`src/rtl/neurosync_controller_uc.sv`:
```
// -----------------------------------------------------------------------------
// neurosync_controller_uc
// Game control unit for the neurosync dual datapath. Runs one game:
// start -> mode select -> up to 8 questions -> win/lose.
// Each question is a button question (opcode 00), a distance question
// (opcode 01/10) or a free question (opcode 11, always scored as a hit).
//
// Ports
//   clock              in   system clock
//   reset              in   synchronous active-low reset (0 = reset)
//   jogar              in   start button (level, rising edge used)
//   confirma           in   confirm button (level, rising edge used)
//   opcode[1:0]        in   question type of the current datapath address
//   is_ultima_pergunta in   datapath question counter at last address
//   pronto_play        in   1-cycle pulse: button answer evaluated
//   acertou_play       in   button answer correct (valid with pronto_play)
//   acertou_faixa      in   range meter: last measurement in range (level)
//   zera               out  clears mode register and question counter
//   zera_prep_jogo     out  re-homes servo PWM
//   registra_modo      out  latches servo position as game mode
//   set_pos            out  loads question initial servo position
//   conta_pergunta     out  advances question address
//   jogando            out  question active
//   medir              out  1-cycle trigger for range meter
//   pontos[3:0]        out  hits this game (saturating)
//   erros[3:0]         out  misses this game (saturating)
//   ganhou / perdeu    out  game result flags
//   db_estado[3:0]     out  current state code
// All outputs are registers; strobes are decoded from the next state so they
// line up exactly with the state visit that owns them.
// -----------------------------------------------------------------------------
module neurosync_controller_uc #(
  parameter int unsigned TIMEOUT_CICLOS = 1_000_000_000,
  parameter int unsigned MEDIR_PERIODO  = 5_000_000,
  parameter int unsigned HITS_FAIXA     = 3,
  parameter int unsigned MAX_ERROS      = 3
) (
  input  logic       clock,
  input  logic       reset,
  input  logic       jogar,
  input  logic       confirma,
  input  logic [1:0] opcode,
  input  logic       is_ultima_pergunta,
  input  logic       pronto_play,
  input  logic       acertou_play,
  input  logic       acertou_faixa,
  output logic       zera,
  output logic       zera_prep_jogo,
  output logic       registra_modo,
  output logic       set_pos,
  output logic       conta_pergunta,
  output logic       jogando,
  output logic       medir,
  output logic [3:0] pontos,
  output logic [3:0] erros,
  output logic       ganhou,
  output logic       perdeu,
  output logic [3:0] db_estado
);

  localparam int TW = (TIMEOUT_CICLOS > 1) ? $clog2(TIMEOUT_CICLOS) : 1;
  localparam int PW = (MEDIR_PERIODO > 1) ? $clog2(MEDIR_PERIODO) : 1;
  localparam int HW = $clog2(HITS_FAIXA + 1);

  localparam logic [TW-1:0] TIMER_MAX = TW'(TIMEOUT_CICLOS - 1);
  localparam logic [PW-1:0] P_MAX     = PW'(MEDIR_PERIODO - 1);
  localparam logic [HW-1:0] HIT_LAST  = HW'(HITS_FAIXA - 1);
  localparam logic [3:0]    ERROS_LIM = 4'(MAX_ERROS);

  typedef enum logic [3:0] {
    INICIAL    = 4'd0,
    PREPARA    = 4'd1,
    ESCOLHE    = 4'd2,
    REGISTRA   = 4'd3,
    CARREGA    = 4'd4,
    JOGA_BOTAO = 4'd5,
    MEDE       = 4'd6,
    AVALIA     = 4'd7,
    PROXIMA    = 4'd8,
    PERDEU     = 4'd9,
    GANHOU     = 4'd10,
    RESERVADO  = 4'd11
  } estado_t;

  // 4-bit increment that sticks at 15
  function automatic logic [3:0] sat_inc4(input logic [3:0] v);
    return (v == 4'hF) ? v : (v + 4'd1);
  endfunction

  estado_t       state_q, state_d;
  logic          jogar_q, confirma_q;
  logic [TW-1:0] timer_q, timer_d;
  logic [PW-1:0] p_q, p_d;
  logic [HW-1:0] hit_run_q, hit_run_d;
  logic          hit_q, hit_d;
  logic [3:0]    pontos_q, pontos_d;
  logic [3:0]    erros_q, erros_d;
  logic          zera_q, zera_d;
  logic          zera_prep_q, zera_prep_d;
  logic          registra_q, registra_d;
  logic          set_pos_q, set_pos_d;
  logic          conta_q, conta_d;
  logic          jogando_q, jogando_d;
  logic          medir_q, medir_d;
  logic          ganhou_q, ganhou_d;
  logic          perdeu_q, perdeu_d;

  logic          jogar_pulse, confirma_pulse;
  logic          timeout_s;
  logic          sample_s;
  logic [3:0]    erros_new_s;

  assign jogar_pulse    = jogar & ~jogar_q;
  assign confirma_pulse = confirma & ~confirma_q;
  assign timeout_s      = (timer_q == TIMER_MAX);
  assign sample_s       = (p_q == P_MAX);
  assign erros_new_s    = hit_q ? erros_q : sat_inc4(erros_q);

  // Next-state and datapath-counter logic
  always_comb begin
    state_d   = state_q;
    timer_d   = timer_q;
    p_d       = p_q;
    hit_run_d = hit_run_q;
    hit_d     = hit_q;
    pontos_d  = pontos_q;
    erros_d   = erros_q;
    case (state_q)
      INICIAL: begin
        if (jogar_pulse) state_d = PREPARA;
        else             state_d = INICIAL;
      end
      PREPARA: begin
        pontos_d = 4'd0;
        erros_d  = 4'd0;
        hit_d    = 1'b0;
        state_d  = ESCOLHE;
      end
      ESCOLHE: begin
        if (confirma_pulse) state_d = REGISTRA;
        else                state_d = ESCOLHE;
      end
      REGISTRA: state_d = CARREGA;
      CARREGA: begin
        timer_d   = '0;
        p_d       = '0;
        hit_run_d = '0;
        case (opcode)
          2'b00:   state_d = JOGA_BOTAO;
          2'b01:   state_d = MEDE;
          2'b10:   state_d = MEDE;
          default: begin
            hit_d   = 1'b1;
            state_d = AVALIA;
          end
        endcase
      end
      JOGA_BOTAO: begin
        timer_d = timer_q + TW'(1);
        // an answer arriving on the timeout cycle still counts
        if (pronto_play) begin
          hit_d   = acertou_play;
          state_d = AVALIA;
        end else if (timeout_s) begin
          hit_d   = 1'b0;
          state_d = AVALIA;
        end else begin
          state_d = JOGA_BOTAO;
        end
      end
      MEDE: begin
        timer_d = timer_q + TW'(1);
        if (sample_s) begin
          p_d = '0;
          if (acertou_faixa) hit_run_d = hit_run_q + HW'(1);
          else               hit_run_d = '0;
        end else begin
          p_d = p_q + PW'(1);
        end
        // completing the in-range run beats a same-cycle timeout
        if (sample_s && acertou_faixa && (hit_run_q == HIT_LAST)) begin
          hit_d   = 1'b1;
          state_d = AVALIA;
        end else if (timeout_s) begin
          hit_d   = 1'b0;
          state_d = AVALIA;
        end else begin
          state_d = MEDE;
        end
      end
      AVALIA: begin
        if (hit_q) pontos_d = sat_inc4(pontos_q);
        else       erros_d  = erros_new_s;
        if (erros_new_s == ERROS_LIM) state_d = PERDEU;
        else if (is_ultima_pergunta)  state_d = GANHOU;
        else                          state_d = PROXIMA;
      end
      PROXIMA: state_d = CARREGA;
      PERDEU: begin
        if (jogar_pulse) state_d = PREPARA;
        else             state_d = PERDEU;
      end
      GANHOU: begin
        if (jogar_pulse) state_d = PREPARA;
        else             state_d = GANHOU;
      end
      default: state_d = INICIAL;
    endcase
  end

  // Moore output decode of the state about to be entered
  always_comb begin
    zera_d      = 1'b0;
    zera_prep_d = 1'b0;
    registra_d  = 1'b0;
    set_pos_d   = 1'b0;
    conta_d     = 1'b0;
    jogando_d   = 1'b0;
    medir_d     = 1'b0;
    ganhou_d    = 1'b0;
    perdeu_d    = 1'b0;
    case (state_d)
      PREPARA: begin
        zera_d      = 1'b1;
        zera_prep_d = 1'b1;
      end
      REGISTRA:   registra_d = 1'b1;
      CARREGA:    set_pos_d  = 1'b1;
      JOGA_BOTAO: jogando_d  = 1'b1;
      MEDE: begin
        jogando_d = 1'b1;
        medir_d   = (p_d == '0);
      end
      PROXIMA:    conta_d  = 1'b1;
      PERDEU:     perdeu_d = 1'b1;
      GANHOU:     ganhou_d = 1'b1;
      default:    zera_d   = 1'b0;
    endcase
  end

  // State, counters, edge detectors and output registers
  always_ff @(posedge clock) begin
    if (!reset) begin
      state_q     <= INICIAL;
      jogar_q     <= 1'b0;
      confirma_q  <= 1'b0;
      timer_q     <= '0;
      p_q         <= '0;
      hit_run_q   <= '0;
      hit_q       <= 1'b0;
      pontos_q    <= 4'd0;
      erros_q     <= 4'd0;
      zera_q      <= 1'b0;
      zera_prep_q <= 1'b0;
      registra_q  <= 1'b0;
      set_pos_q   <= 1'b0;
      conta_q     <= 1'b0;
      jogando_q   <= 1'b0;
      medir_q     <= 1'b0;
      ganhou_q    <= 1'b0;
      perdeu_q    <= 1'b0;
    end else begin
      state_q     <= state_d;
      jogar_q     <= jogar;
      confirma_q  <= confirma;
      timer_q     <= timer_d;
      p_q         <= p_d;
      hit_run_q   <= hit_run_d;
      hit_q       <= hit_d;
      pontos_q    <= pontos_d;
      erros_q     <= erros_d;
      zera_q      <= zera_d;
      zera_prep_q <= zera_prep_d;
      registra_q  <= registra_d;
      set_pos_q   <= set_pos_d;
      conta_q     <= conta_d;
      jogando_q   <= jogando_d;
      medir_q     <= medir_d;
      ganhou_q    <= ganhou_d;
      perdeu_q    <= perdeu_d;
    end
  end

  assign zera           = zera_q;
  assign zera_prep_jogo = zera_prep_q;
  assign registra_modo  = registra_q;
  assign set_pos        = set_pos_q;
  assign conta_pergunta = conta_q;
  assign jogando        = jogando_q;
  assign medir          = medir_q;
  assign pontos         = pontos_q;
  assign erros          = erros_q;
  assign ganhou         = ganhou_q;
  assign perdeu         = perdeu_q;
  assign db_estado      = state_q;

endmodule
```
`config.mk`:
```
export PLATFORM = sky130hd
export DESIGN_NAME = neurosync_controller_uc
export DESIGN_NICKNAME = d
export VERILOG_FILES = /design/src/rtl/neurosync_controller_uc.sv
export SDC_FILE = /design/constraint.sdc
export NUM_CORES = 1
export LEC_CHECK = 0
export BUFFER_PORTS_ARGS = -buffer_cell sky130_fd_sc_hd__buf_2
export CORE_ASPECT_RATIO = 1.2
export CORE_UTILIZATION = 50
export DETAILED_ROUTE_END_ITERATION = 16
export PLACE_DENSITY = 0.71
export SLEW_MARGIN = 30
export SYNTH_ARGS = -nofsm -noshare
export SYNTH_HDL_FRONTEND = slang
export SYNTH_SLANG_ARGS = --single-unit
```
`constraint.sdc`:
```
create_clock -name clock -period 2.9 [get_ports clock]
set_clock_uncertainty 0.2 [all_clocks]
set_input_delay 0.435 -clock clock [delete_from_list [all_inputs] [get_ports clock]]
set_output_delay 0.435 -clock clock [all_outputs]
set_load 0.005 [all_outputs]
```
==> flow_summary.yaml <==
timing:
  period_minus_slack_ns: 3.05
  finalCritPeriodShare_pct: 105
  fin_ws_ns: -0.147
  timing_worst_slew_pin_value_ns: 0.577
  worst_slew_margin_rel_pct: 61.2
  final-hold-violation-count: 0
  final_setup_violation_count: 1
  max_clock_freq_mhz: 328
  final_count_of_pins_violating_max_slew: 0
  rsz0062_at_grt: "true"
floorplan:
  fp.dieArea_um2: 9220
  initial_utilization_pct: 51.6
  core_area_um2: 8560
  chipHeight_um: 105
  floorplan.rows: 37
  dieWidth_um: 87.8
  ios: 31
route:
  routed_wire_length_per_instance_um: 15.8
  vias: 4779
  drc: 0
  routed_via_density: 5.94
  drt-pass1-iter-count: 5
  drt.antenna.violating_nets: 0
  initial_detailed_routing_violation_count: 241
  drt-total-wl_mm: 12.7
setup_path:
  timing.reg2reg.worst_path_depth: 9
  r2r_end: "medir"
  path_max_fanout: 6
  r2r_slack_ns: -0.15
  type_of_the_worst_setup_path: "register to register"
  worstSetupEndpointType: "register"
  critical-path-top-delay-family: "simple AND/OR/NAND/NOR gates"
  r2r_start: "p_q[15]"
  critical_path_cell_by_cell: "or4_4 > or4_4 > nor2_2 > nor2_2 > buf_4 > a22oi_2 > nand3_1 > a2111o_1 > nor4_4"
  worst_ep_required_time_ns: 2.99
  startpoint_type: "register"
  slowest_cp_cell: "sky130_fd_sc_hd__or4_4"
  worst-path-buf-inv: 1
  crit_path_max_incr_delay_ns: 0.56
  signal_arrival_time_at_the_worst_endpoint_ns: 3.14
finish:
  synthToLayoutAreaGrowth_pct: 22.5
  final_net_count: 701
  fill_cells: 736
  antenna-diode-count: 0
  layout.core_utilization_pct: 63.2
  drive_gt1_share_pct: 21.8
synthesis:
  synth.yosys.seq_area_share_pct: 35.3
  synth.mux.area_fraction_pct: 0.255
  synth_area_leader_cell: "sky130_fd_sc_hd__dfxtp_1"
  netlist_area_um2: 4420
  synthArstFlopShare_pct: 0
  synth-edff-count: 0
  yosysUniqueCellTypes: 64
  yosys.area_share.simple_pct: 34.1
  mappedNetlistNets: 623
  synth_top_family_by_area: "simple AND/OR/NAND/NOR gates"
  synth_top_cells_by_area: "sky130_fd_sc_hd__dfxtp_1 35%, sky130_fd_sc_hd__nor2_1 7.9%, sky130_fd_sc_hd__a21oi_1 6.2%"
  fraction_of_the_mapped_netlist_area_in_compound_gates_pct: 21.4
  synth.top_cell.area_share_pct: 35.3
  post_synthesis_share_of_cell_area_spent_on_full_adders_half_adders_and_majority_gates_pct: 2.43
  synth-warning-count: 0
  ys_seq_elements: 78
  yosys_most_used_dff: "sky130_fd_sc_hd__dfxtp_1"
  postSynthAreaPerCell_um2: 7.29
  postSynthCellCount: 606
  post_synth_xor_area_fraction_pct: 1.98
cts:
  cts-root-to-sink-buffers: 2
  hold_bufs_at_cts: 0
  cts.htree.levels: 3
  clk-insertion-delay-late_ns: 0.37
  tritoncts.num_buffers: 9
  clock_tree_from_tritoncts: "built"
  clock_slew_at_the_register_clock_pins_of_the_worst_setup_and_hold_paths_ns: 0.08
  tritoncts_num_sinks: 78
  ctsRootBufferMaster: "sky130_fd_sc_hd__clkbuf_8"
worst_hold_path:
  worst_hold_path_type: "input pin to register"
  hold_path.startpoint: "jogar"
  min_to: "jogar_q"
  min_delay_path_depth: 2
power_and_ir_drop:
  powerDensity_nw_per_um2: 580
  power_leakage_nw: 2.00
  p_int_mw: 2.05
  seq_power_share_pct: 37.4
  power.ir.vdd_worst_mv: 0.305
  power_frac_clock_pct: 29.6
  power_switching_share_pct: 34.6
  p_switching_mw: 1.09
  power.share.combinational_pct: 33.0
grt:
  number_of_antenna_violations_at_the_first_check_in_global_routing: 0
  largest_net_degree_at_the_start_of_global_routing: 36
  globalRouteMet3Util_pct: 5.06
  grt_usage_pct: 28.7
  grt_most_used_layer: "met2"
  grt_use_met1_pct: 33.8
  grt_pass1_wl_mm: 20.6
  grt-ovfl-total: 0
  grt_use_met2_pct: 48.8
  vias_in_the_first_global_route: 4394
place:
  dpl_worst_slack_ns: -0.169
  place.detailed.hpwl_mm: 9.11
  place.gp.congestion: 0.952
  port-buffer-count: 30
status:
  outcome: "finished, violations left"
  failed_checks: "setup timing"
run:
  max_cap_violations: 0
cells in the final DEF, fill, tap and decap left out, drive strengths merged, types with 11 or more instances in the layout:
master    n
a21oi    56
buf     101
clkbuf   11
dfxtp    78
inv      12
nand2    70
nand3    29
nand4    14
nor2     95
nor3     21
o21ai    49
flip-flops by register name, summed over array words and instances, names as in the netlist:
register / flops
hit_q: 1
jogar_q: 1
perdeu: 1
erros: 4
db_estado: 4
medir: 1
conta_pergunta: 1
registra_modo: 1
set_pos: 1
jogando: 1
ganhou: 1
confirma_q: 1
timer_q: 30
p_q: 23
zera_prep_jogo: 1
hit_run_q: 2
pontos: 4
synthesized netlist by cell type (all sizes together), types with 3 or more instances:
master and count:
a211oi 4, a21oi 56, a22oi 6, a311oi 8, a31oi 8, and2 6
and3 9, and4 5, buf 6, clkbuf 29, dfxtp 78, ha 7
inv 12, nand2 70, nand2b 8, nand3 29, nand3b 5, nand4 14
nor2 95, nor2b 8, nor3 21, nor4 9, o21ai 48, o32ai 3
or2 6, or3 8, or4 6, xnor2 4, xor2 6
layout make-up:
| cell class | count | area, µm² | area share (%) |
|---|---|---|---|
| inverters | 12 | 45.0 | 0.832 |
| flip-flops and latches | 78 | 1570 | 28.9 |
| well taps | 117 | 146 | 2.70 |
| clock inverters | 4 | 70.1 | 1.29 |
| multi-input cells | 482 | 2740 | 50.5 |
| clock buffers | 11 | 151 | 2.80 |
| repair buffers | 101 | 703 | 13.0 |
through the flow:
step	power, mW	setup TNS (ns)	instance area, µm²	instances	hold slack [ns]
finish	3.14	-0.147	5420	805	0.0884
detailed placement	2.18	-0.169	5080	783	0.279
floorplan	1.83	-0.0365	4430	606	0.252
global placement	2.16	-0.0867	5080	783	0.262
CTS	3.11	-0.0784	5320	800	0.0788
global route	3.30	-0.433	5420	805	0.0985
repair_timing:
item,in CTS,in global routing
cloned,1,0
buffers inserted,1,5
endpoints found under the hold margin,0,0
setup endpoints to repair,1,4
pin swaps,1,11
resized for setup,1,18
cell families after synthesis:
kind of cell    Yosys count
compound gates          154
mux                       1
xor+xnor                 10
fa+ha+maj                 9
flops                    78
buf+inv                  47
simple gates            307
power by group through the flow:
| stage | clock [mW] | combinational, mW | sequential [mW] |
|---|---|---|---|
| global route | 0.994 | 1.12 | 1.18 |
| CTS | 0.943 | 0.996 | 1.17 |
| global placement | 0 | 0.966 | 1.20 |
| detailed placement | 0 | 0.984 | 1.20 |
| floorplan | 0 | 0.644 | 1.19 |
| finish | 0.929 | 1.04 | 1.18 |
layer usage:
metal	vias to the layer above	part of all wire [%]
li1	2349	-
met1	2244	41
met2	148	51
met3	38	4.5
met4	0	3.8
met5	-	0
worst max path at each step:
stage,from,cells after the start,end,slack (ns)
global placement,p_q[10],9,medir,-0.09
CTS,p_q[10],8,medir,-0.08
global route,p_q[15],9,medir,-0.23
detailed placement,p_q[10],9,medir,-0.17
finish,p_q[15],9,medir,-0.15
floorplan,p_q[7],9,medir,-0.04
Note: power is estimated with default switching activity, not from simulation.
